## src/rtl/pipe_ctrl_pkg.sv

```systemverilog
// Shared types for the pipeline sequencing controller: FSM state encoding,
// performance counter width and the bundled pipeline control word.
package pipe_ctrl_pkg;

    typedef enum logic [1:0] {
        RUN   = 2'd0,
        STALL = 2'd1,
        HALT  = 2'd2
    } ctrl_state_t;

    localparam int PERF_CNT_W = 16;

    typedef struct packed {
        logic pcEn;
        logic pcSelJump;
        logic ifidEn;
        logic ifidFlush;
        logic idexFlush;
        logic exmemFlush;
    } ctrl_out_t;

    // Normal flow: everything advances, no bubbles.
    function automatic ctrl_out_t ctrlRun();
        return '{pcEn: 1'b1, pcSelJump: 1'b0, ifidEn: 1'b1,
                 ifidFlush: 1'b0, idexFlush: 1'b0, exmemFlush: 1'b0};
    endfunction

    // Load-use bubble: freeze the front end and inject a bubble into ID/EX.
    function automatic ctrl_out_t ctrlStall();
        return '{pcEn: 1'b0, pcSelJump: 1'b0, ifidEn: 1'b0,
                 ifidFlush: 1'b0, idexFlush: 1'b1, exmemFlush: 1'b0};
    endfunction

    // Taken jump: squash all younger work and redirect the PC.
    function automatic ctrl_out_t ctrlJump();
        return '{pcEn: 1'b1, pcSelJump: 1'b1, ifidEn: 1'b1,
                 ifidFlush: 1'b1, idexFlush: 1'b1, exmemFlush: 1'b1};
    endfunction

    // End / halt / reset: nothing advances and every pipe register is a bubble.
    function automatic ctrl_out_t ctrlFreeze();
        return '{pcEn: 1'b0, pcSelJump: 1'b0, ifidEn: 1'b0,
                 ifidFlush: 1'b1, idexFlush: 1'b1, exmemFlush: 1'b1};
    endfunction

endpackage

```

## src/rtl/hazard_cmp.sv

```systemverilog
// Load-use hazard comparator: flags a decode-stage instruction that reads a
// register the execute-stage load has not yet produced.
module hazard_cmp #(
    parameter int REGI_BITS = 4,
    parameter int VECT_BITS = 2
) (
    input  logic                 decNop,
    input  logic [REGI_BITS-1:0] decSrc1,
    input  logic [REGI_BITS-1:0] decSrc2,
    input  logic                 decSrc1Int,
    input  logic                 decSrc2Int,
    input  logic [VECT_BITS-1:0] decVsrc1,
    input  logic [VECT_BITS-1:0] decVsrc2,
    input  logic                 decSrc1V,
    input  logic                 decSrc2V,
    input  logic                 exeMemRead,
    input  logic                 exeWrInt,
    input  logic                 exeWrV,
    input  logic [REGI_BITS-1:0] exeIntDest,
    input  logic [VECT_BITS-1:0] exeVecDest,
    output logic                 haz
);

    logic intHit;
    logic vecHit;

    // Match used sources against the load destination of the matching register file.
    always_comb begin
        intHit = exeWrInt && ((decSrc1Int && (decSrc1 == exeIntDest)) ||
                              (decSrc2Int && (decSrc2 == exeIntDest)));
        vecHit = exeWrV && ((decSrc1V && (decVsrc1 == exeVecDest)) ||
                            (decSrc2V && (decVsrc2 == exeVecDest)));
        haz    = !decNop && exeMemRead && (intHit || vecHit);
    end

endmodule

```

## src/rtl/pipe_hazard_ctrl.sv

```systemverilog
// Pipeline sequencing controller: stalls on load-use hazards, squashes on
// memory-stage jumps and halts on the end flag until reset.
// Optional macro HAZ_PERF_CNT_EN builds saturating stall/flush counters;
// without it the counter ports read 0.
module pipe_hazard_ctrl
    import pipe_ctrl_pkg::*;
#(
    parameter int REGI_BITS    = 4,
    parameter int VECT_BITS    = 2,
    parameter int STALL_CYCLES = 2
) (
    input  logic                  clk_i,
    input  logic                  rst_i,
    input  logic                  dec_nop_i,
    input  logic [REGI_BITS-1:0]  dec_src1_i,
    input  logic [REGI_BITS-1:0]  dec_src2_i,
    input  logic                  dec_src1_int_i,
    input  logic                  dec_src2_int_i,
    input  logic [VECT_BITS-1:0]  dec_vsrc1_i,
    input  logic [VECT_BITS-1:0]  dec_vsrc2_i,
    input  logic                  dec_src1_v_i,
    input  logic                  dec_src2_v_i,
    input  logic                  exe_mem_read_i,
    input  logic                  exe_wr_int_i,
    input  logic                  exe_wr_v_i,
    input  logic [REGI_BITS-1:0]  exe_int_dest_i,
    input  logic [VECT_BITS-1:0]  exe_vec_dest_i,
    input  logic                  mem_jump_i,
    input  logic                  mem_end_i,
    output logic                  pc_en_o,
    output logic                  pc_sel_jump_o,
    output logic                  ifid_en_o,
    output logic                  ifid_flush_o,
    output logic                  idex_flush_o,
    output logic                  exmem_flush_o,
    output logic                  halted_o,
    output logic [1:0]            state_o,
    output logic [PERF_CNT_W-1:0] stall_cnt_o,
    output logic [PERF_CNT_W-1:0] flush_cnt_o
);

    localparam int SW = $clog2(STALL_CYCLES + 1);

    ctrl_state_t state, stateNext;
    logic [SW-1:0] scnt, scntNext;
    ctrl_out_t ctrl, ctrlOut;
    logic haz;
    logic stallEvent;
    logic jumpEvent;

    hazard_cmp #(
        .REGI_BITS(REGI_BITS),
        .VECT_BITS(VECT_BITS)
    ) hazardCmp (
        .decNop    (dec_nop_i),
        .decSrc1   (dec_src1_i),
        .decSrc2   (dec_src2_i),
        .decSrc1Int(dec_src1_int_i),
        .decSrc2Int(dec_src2_int_i),
        .decVsrc1  (dec_vsrc1_i),
        .decVsrc2  (dec_vsrc2_i),
        .decSrc1V  (dec_src1_v_i),
        .decSrc2V  (dec_src2_v_i),
        .exeMemRead(exe_mem_read_i),
        .exeWrInt  (exe_wr_int_i),
        .exeWrV    (exe_wr_v_i),
        .exeIntDest(exe_int_dest_i),
        .exeVecDest(exe_vec_dest_i),
        .haz       (haz)
    );

    // Next-state and same-cycle control decode; end beats jump beats hazard.
    always_comb begin
        ctrl       = ctrlRun();
        stateNext  = state;
        scntNext   = scnt;
        stallEvent = 1'b0;
        jumpEvent  = 1'b0;
        case (state)
            RUN: begin
                if (mem_end_i) begin
                    ctrl      = ctrlFreeze();
                    stateNext = HALT;
                end else if (mem_jump_i) begin
                    ctrl      = ctrlJump();
                    jumpEvent = 1'b1;
                end else if (haz) begin
                    ctrl       = ctrlStall();
                    stallEvent = 1'b1;
                    if (STALL_CYCLES > 1) begin
                        scntNext  = SW'(STALL_CYCLES - 1);
                        stateNext = STALL;
                    end
                end
            end
            STALL: begin
                if (mem_end_i) begin
                    ctrl      = ctrlFreeze();
                    stateNext = HALT;
                    scntNext  = '0;
                end else if (mem_jump_i) begin
                    ctrl      = ctrlJump();
                    jumpEvent = 1'b1;
                    stateNext = RUN;
                    scntNext  = '0;
                end else begin
                    ctrl       = ctrlStall();
                    stallEvent = 1'b1;
                    scntNext   = scnt - SW'(1);
                    if (scnt == SW'(1)) begin
                        stateNext = RUN;
                    end
                end
            end
            HALT: begin
                ctrl = ctrlFreeze();
            end
            default: begin
                ctrl      = ctrlFreeze();
                stateNext = RUN;
                scntNext  = '0;
            end
        endcase
    end

    // FSM state and stall-remaining counter.
    always_ff @(posedge clk_i or posedge rst_i) begin
        if (rst_i) begin
            state <= RUN;
            scnt  <= '0;
        end else begin
            state <= stateNext;
            scnt  <= scntNext;
        end
    end

    // Reset overrides the decoded controls so the pipe is held bubbled.
    always_comb begin
        ctrlOut = rst_i ? ctrlFreeze() : ctrl;
    end

    assign pc_en_o       = ctrlOut.pcEn;
    assign pc_sel_jump_o = ctrlOut.pcSelJump;
    assign ifid_en_o     = ctrlOut.ifidEn;
    assign ifid_flush_o  = ctrlOut.ifidFlush;
    assign idex_flush_o  = ctrlOut.idexFlush;
    assign exmem_flush_o = ctrlOut.exmemFlush;
    assign halted_o      = !rst_i && (state == HALT);
    assign state_o       = state;

`ifdef HAZ_PERF_CNT_EN
    logic [PERF_CNT_W-1:0] stallCnt;
    logic [PERF_CNT_W-1:0] flushCnt;

    // Saturating counts of hazard bubbles and jump flushes.
    always_ff @(posedge clk_i or posedge rst_i) begin
        if (rst_i) begin
            stallCnt <= '0;
            flushCnt <= '0;
        end else begin
            if (stallEvent && (stallCnt != {PERF_CNT_W{1'b1}})) begin
                stallCnt <= stallCnt + 1'b1;
            end
            if (jumpEvent && (flushCnt != {PERF_CNT_W{1'b1}})) begin
                flushCnt <= flushCnt + 1'b1;
            end
        end
    end

    assign stall_cnt_o = stallCnt;
    assign flush_cnt_o = flushCnt;
`else
    logic unusedEvents;
    assign unusedEvents = stallEvent ^ jumpEvent;
    assign stall_cnt_o  = '0;
    assign flush_cnt_o  = '0;
`endif

endmodule
```

## config.mk

```make
export PLATFORM = sky130hd
export DESIGN_NAME = pipe_hazard_ctrl
export DESIGN_NICKNAME = d
export VERILOG_FILES = /design/src/rtl/pipe_ctrl_pkg.sv /design/src/rtl/hazard_cmp.sv /design/src/rtl/pipe_hazard_ctrl.sv
export SDC_FILE = /design/constraint.sdc
export NUM_CORES = 1
export LEC_CHECK = 0
export CORE_MARGIN = 4
export CORE_UTILIZATION = 26
export DETAILED_ROUTE_END_ITERATION = 12
export PLACE_DENSITY = 0.8
export SLEW_MARGIN = 20
export SYNTH_ARGS = -nofsm -noshare
export SYNTH_HDL_FRONTEND = slang
export SYNTH_SLANG_ARGS = --single-unit
```

## constraint.sdc

```tcl
create_clock -name clk_i -period 1.8 [get_ports clk_i]
set_input_delay 0.27 -clock clk_i [delete_from_list [all_inputs] [get_ports clk_i]]
set_output_delay 0.27 -clock clk_i [all_outputs]
set_load 0.01 [all_outputs]
```

==> out/results.txt, run 1 <==
Outcome - finished with violations
Failing checks - negative setup slack
Minimum clock period - 2.11 ns
Pwr dens - 325 nW/um^2
Critical path launch point type - flop
Clock root buffer - clkbuf_4
Via density per instance - 4.04
Top FF cell, synth - dfrtp_1
Final Max Tran Viols - 0
Cts hold-fix bufs - 0
Clock-pin slew on the worst setup and hold paths - 0.04 ns
Setup TNS - -0.768 ns
Global-route wire length before repair - 2.43 mm
Worst min-delay path class - in2async
Clock Path Buffers - 2
Via count - 667
Layout area overhead - 66.8%
Number of global-route vias before repair - 623
Worst setup margin - -0.307 ns
Cell count after synthesis - 87
Seq cells post-synth - 4
Most numerous cell in the Yosys netlist - buf_4
DRC errors left - 0
Max H-tree Level - 1
Synth Cell Area - 689 sq um
Final setup viols - 3
Max Clk Rate - 0.475 GHz
DRT iter0 DRCs - 10
Critical Path Sink Type - output pin
Fin area - 1150 sq um
IO Pins - 71
Die Y - 59.5 um
TritonCTS clock tree - built
RSZ-0062 raised after global routing - yes
VDD IR-drop max - 0.275 mV
DPL Wire Length - 1.51 mm
Top cells by area in the synthesized netlist - buf_4 37%, dfrtp_1 15%, xor2_1 8.9%
Overall routing resource usage - 8.95%
Clock Power Share - 28.8%
Switching power - 0.000125 W
Gp weighted congestion - 0.786
Share of cells above drive strength 1 - 28.1%
Row count - 18
Sequential share of power - 24.8%
Final Non-Filler Cells - 165
Gr ovfl total - 0
Post-synth ARST share - 100%
Clk sinks - 4
Post-synth top cells - 34 x buf_4, 7 x xor2_1, 5 x xnor2_1
Period utilization - 117%
CP Max Fanout - 2
First drt pass iteration count - 3
Routed len/inst - 10.4 um
Full die area - 3540 sq um
Final Hold Vio Count - 0
CP Class - reg2out
Initial Util - 27.6%
Logic pwr share - 46.4%
Fin nets - 168
Switching Fraction - 33.5%
Chip Width - 59.5 um
Routed Antenna Nets - 0
Synth warn - 0
Worst skew pair latency - 0.23 ns
Post-synthesis sequential area ratio - 14.5%
CTS Buf Count - 3
Pin count of the biggest net entering global routing - 10
Antenna diodes - 0
WP data arrival - 1.84 ns
Post-synthesis cell type count - 28
WL final - 1.72 mm
Post-Place Cells - 159
Leakage power - 0.562 nW
Overall power - 0.000374 W
Core area - 2500 sq um
Cell Int Power - 0.000248 W
Total of max-cap violations - 0
Dpl cell area - 1020 sq um
Synth area leader - buf_4
Number of flops mapped to enable cells by yosys - 0
Clk_skew - 0.00369 ns
Yosys top cell area share - 37.0%
Initial antenna violation count - 0
Number of port buffers - 38
Req. time, crit path - 1.53 ns
Syn_area_per_cell - 7.92 sq um
==> cell usage in the layout (no fill, tap or decap), types with 2 or more instances in the layout <==
master and n:
nand3_2 3, xor2_2 6, buf_4 11, clkbuf_4 3, dfrtp_1 4, inv_1 3
nand3b_1 2, dlygate4sd2_1 16, xnor2_1 4, nand2b_1 2, nor4_4 2, nand2_1 4
buf_2 3, clkbuf_2 3, clkdlybuf4s15_1 6, dlymetal6s2s_1 2, conb_1 32, clkdlybuf4s50_1 8
==> flip-flops by register name (all words and copies together) (netlist names) <==
register  cells
scnt          2
state_o       2
==> worst max-delay path: stages (launching register included) <==
cell	delay [ns]
dfrtp_1	0.37
or3_4	0.37
or4_4	0.48
a211oi_2	0.21
buf_2	0.17
==> path summary, 6_finish.rpt <==
path / to / start / cells after the start / slack [ns]
max: ifid_en_o / state_o[0]$_DFFE_PP0P_ / 4 / -0.31
min: state_o[1]$_DFFE_PP0P_ / rst_i / 4 / 0.50
max reg2reg: scnt[1]$_DFFE_PP0P_ / state_o[1]$_DFFE_PP0P_ / 5 / 0.47
min reg2reg: scnt[1]$_DFFE_PP0P_ / scnt[1]$_DFFE_PP0P_ / 1 / 0.51
max in group asynchronous: scnt[1]$_DFFE_PP0P_ / rst_i / 4 / 1.20
min in group clk_i: scnt[1]$_DFFE_PP0P_ / scnt[1]$_DFFE_PP0P_ / 1 / 0.51
==> layer usage <==
layer  part of all wire [%]  GRT usage [%]  wire (um)  up-vias
li1                       -              -          -      317
met1                     29           6.38        498      296
met2                     54           19.2        935       50
met3                     15           3.92        258        4
met4                    1.4           3.48         24        0
met5                      0              0          0        -
==> final cells by class <==
| type | instances | area (sq um) |
|---|---|---|
| clock buffer | 3 | 22.5 |
| multi-input combinational | 76 | 561 |
| sequential | 4 | 100 |
| tap | 30 | 37.5 |
| fill | 253 | 1350 |
| timing repair buffer | 49 | 418 |
| inverter | 3 | 11.3 |
==> metrics by stage <==
stage	setup slack, ns	hold WS [ns]	utilization [%]
2_1_floorplan	-0.253	0.0442	-
3_3_place_gp	-0.896	0.489	40.9
3_5_place_dp	-0.900	0.509	40.9
4_1_cts	-0.425	0.490	43.0
5_1_grt	-0.368	0.523	46.0
6_report	-0.307	0.501	46.0
==> cell families after synthesis <==
logic type | share of synthesized area (%)
flip-flops | 14.5
AO/OA/AOI/OAI | 7.26
XOR/XNOR | 15.2
AND/OR/NAND/NOR | 20.3
other | 0.544
adder cells (fa/ha/maj) | 1.81
buffers and inverters | 40.3
==> timing repair <==
item                       4_1_cts  5_1_grt
pin swaps                       16        8
resized for setup               49       22
setup endpoints to repair        7        5
buffers inserted                 1        2
==> power by group through the flow <==
stage / logic [W] / clock network [W] / registers [W]
6_report: 0.000173 / 0.000108 / 0.0000928
5_1_grt: 0.000188 / 0.000123 / 0.0000928
4_1_cts: 0.000159 / 0.000114 / 0.0000927
3_5_place_dp: 0.000157 / 0 / 0.0000938
3_3_place_gp: 0.000154 / 0 / 0.0000937
2_1_floorplan: 0.000116 / 0 / 0.0000945
(Power assumes the default switching activity.)
==> inputs of run 2 (changes only) <==
CAP_MARGIN = 20   (was unset)
CORE_UTILIZATION = 31   (was 26)
PLACE_DENSITY = unset   (was 0.8)
PLACE_DENSITY_LB_ADDON = 0.08   (was unset)
clock period = 2.7 ns   (was 1.8 ns; I/O delays follow)
==> run 2 against run 1 <==
Clock-buffer cell count is the same. The run now ends clean. Final cell count shrank 6.1%. Largest cell class unchanged. Sequential share of layout area grew 1.3 points. Combinational power shrank 42%.
==> out/results.txt, run 2 (synthesis results as in run 1) <==
Most frequent cells in the layout - 35 x clkdlybuf4s50_1, 32 x conb_1, 7 x xor2_1, 5 x xnor2_1
Clk_skew - 0.000131 ns
Max Clk Rate - 0.387 GHz
Clock root buffer - clkbuf_4
Routed Antenna Nets - 0
Minimum clock period - 2.59 ns
Row count - 16
Pin count of the biggest net entering global routing - 10
Commonest non-fill, non-tap cell in the layout - clkdlybuf4s50_1
Pwr dens - 234 nW/um^2
Gr ovfl total - 0
Worst skew pair latency - 0.23 ns
Via count - 613
Initial antenna violation count - 0
First drt pass iteration count - 2
Layout area overhead - 45.2%
WL final - 1.54 mm
Worst-case reg-to-reg path depth - 5
Critical Path Sink - idex_flush_o
Worst min-delay path class - in2async
Clock Power Share - 30.9%
TritonCTS clock tree - built
Logic pwr share - 42.6%
Core area - 2040 sq um
Global-route wire length before repair - 2.14 mm
Chip Width - 55.2 um
Routed len/inst - 9.94 um
Max H-tree Level - 1
DPL Wire Length - 1.45 mm
WP data arrival - 2.18 ns
Reg2Reg Setup Slack - 1.28 ns
Gr busiest metal - met2
Period utilization - 95.8%
Met1 Usage GRT - 10.1%
Antenna diodes - 0
# fillers - 217
# Post-CTS Setup Buffers - 0
DRT iter0 DRCs - 1
CTS Buf Count - 3
Req. time, crit path - 2.30 ns
Clock-pin slew on the worst setup and hold paths - 0.04 ns
Via density per instance - 3.95
Number of global-route vias before repair - 546
RSZ-0062 raised after global routing - no
RR Startpoint - state_o[1]$_DFFE_PP0P_
Fin nets - 161
CP Class - in2out
Met3 usage - 4.02%
Critical Path Sink Type - output pin
Crit path from - exe_int_dest_i[3]
CP Max Fanout - 3
Outcome - finished clean
Reg2reg end - scnt[1]$_DFFE_PP0P_
Full die area - 3040 sq um
Leakage power - 0.453 nW
Sequential share of power - 26.5%
Switching power - 0.0000690 W
Final Max Tran Viols - 0
Clk sinks - 4
Post-layout util - 49.0%
Gp weighted congestion - 0.702
Multi-input combinational cell area - 433 sq um
M2 GR Usage - 17.3%
Register area - 100 sq um
VDD IR-drop max - 0.135 mV
Share of cells above drive strength 1 - 7.81%
Cell Int Power - 0.000165 W
Final Hold Vio Count - 0
Total of max-cap violations - 0
Clock Path Buffers - 2
Initial Util - 33.8%
Cts hold-fix bufs - 0
Overall power - 0.000234 W
Critical path launch point type - primary input
DRC errors left - 0
Die Y - 55.2 um
Number of port buffers - 38
Final setup viols - 0
Overall routing resource usage - 9.72%
Switching Fraction - 29.5%
IO Pins - 71
[run 2: cell types whose count changed in the layout (fill, tap and decap cells not counted), moves of 2 or more]
cell,delta
buf_4,-7
nand3_1,+3
buf_2,-3
clkdlybuf4s15_1,-5
nor4_1,+2
dlymetal6s2s_1,-2
xor2_1,+6
dlygate4sd2_1,-16
nand3_2,-3
xor2_2,-6
nor4_4,-2
clkdlybuf4s50_1,+27
[run 2: power groups by stage]
stage	Clock, W	Combinational [W]	Sequential (W)
2_1_floorplan	0	0.0000771	0.0000629
6_report	0.0000723	0.0000998	0.0000619
4_1_cts	0.0000764	0.0000990	0.0000619
3_5_place_dp	0	0.0000990	0.0000625
5_1_grt	0.0000804	0.000110	0.0000619
3_3_place_gp	0	0.0000986	0.0000626
[run 2: routing by layer]
| layer | routed length, um | vias up | part of all wire, % |
|---|---|---|---|
| li1 | - | 308 | - |
| met1 | 506 | 270 | 33 |
| met2 | 819 | 35 | 53 |
| met3 | 215 | 0 | 14 |
| met4 | 0 | 0 | 0 |
| met5 | 0 | - | 0 |
[run 2: stage by stage]
| stage | setup WS (ns) | area, sq um | TNS, ns | hold WS [ns] | std cells |
|---|---|---|---|---|---|
| 6_report | 0.115 | 1000 | 0 | 0.497 | 155 |
| 5_1_grt | 0.0248 | 1000 | 0 | 0.547 | 155 |
| 4_1_cts | 0.0181 | 1000 | 0 | 0.474 | 155 |
| 3_5_place_dp | -0.288 | 983 | -0.707 | 0.512 | 152 |
| 3_3_place_gp | -0.266 | 983 | -0.671 | 0.519 | 152 |
| 2_1_floorplan | 0.394 | 806 | 0 | 0.179 | 118 |
[run 2: layout make-up]
class	count	share of cell area, %
Clock buffer	3	2.25
Sequential cell	4	10.0
Tap cell	27	3.38
Multi-Input combinational cell	76	43.2
Inverter	3	1.13
Timing Repair Buffer	42	40.0
[run 2: worst max-delay path, cell delays in order]
cell             delay [ns]
clkdlybuf4s50_1        0.51
xor2_1                 0.16
nor4_1                 0.10
o31a_1                 0.29
or4_1                  0.47
clkdlybuf4s15_1        0.25
[run 2: repair_timing]
item / in CTS / in global routing
resized for setup: 3 / 6
endpoints found under the setup margin: 3 / 3
endpoints found under the hold margin: 0 / 0
pin swaps: 0 / 1
[run 2: worst min path at each step]
stage / from / endpoint / slack (ns) / depth (start not counted)
after CTS: rst_i / scnt[0]$_DFFE_PP0P_ / 0.47 / 2
final: rst_i / state_o[1]$_DFFE_PP0P_ / 0.50 / 2
after floorplan: rst_i / scnt[0]$_DFFE_PP0P_ / 0.18 / 1
after detailed placement: scnt[1]$_DFFE_PP0P_ / scnt[1]$_DFFE_PP0P_ / 0.51 / 1
after global placement: scnt[1]$_DFFE_PP0P_ / scnt[1]$_DFFE_PP0P_ / 0.52 / 1
after global routing: rst_i / scnt[1]$_DFFE_PP0P_ / 0.55 / 2
==> inputs of run 3 (changes only) <==
ABC_CLOCK_PERIOD_IN_PS = 2700   (was unset)
==> results of run 3 <==
Final layout, timing and power as in run 2 (identical DEF).
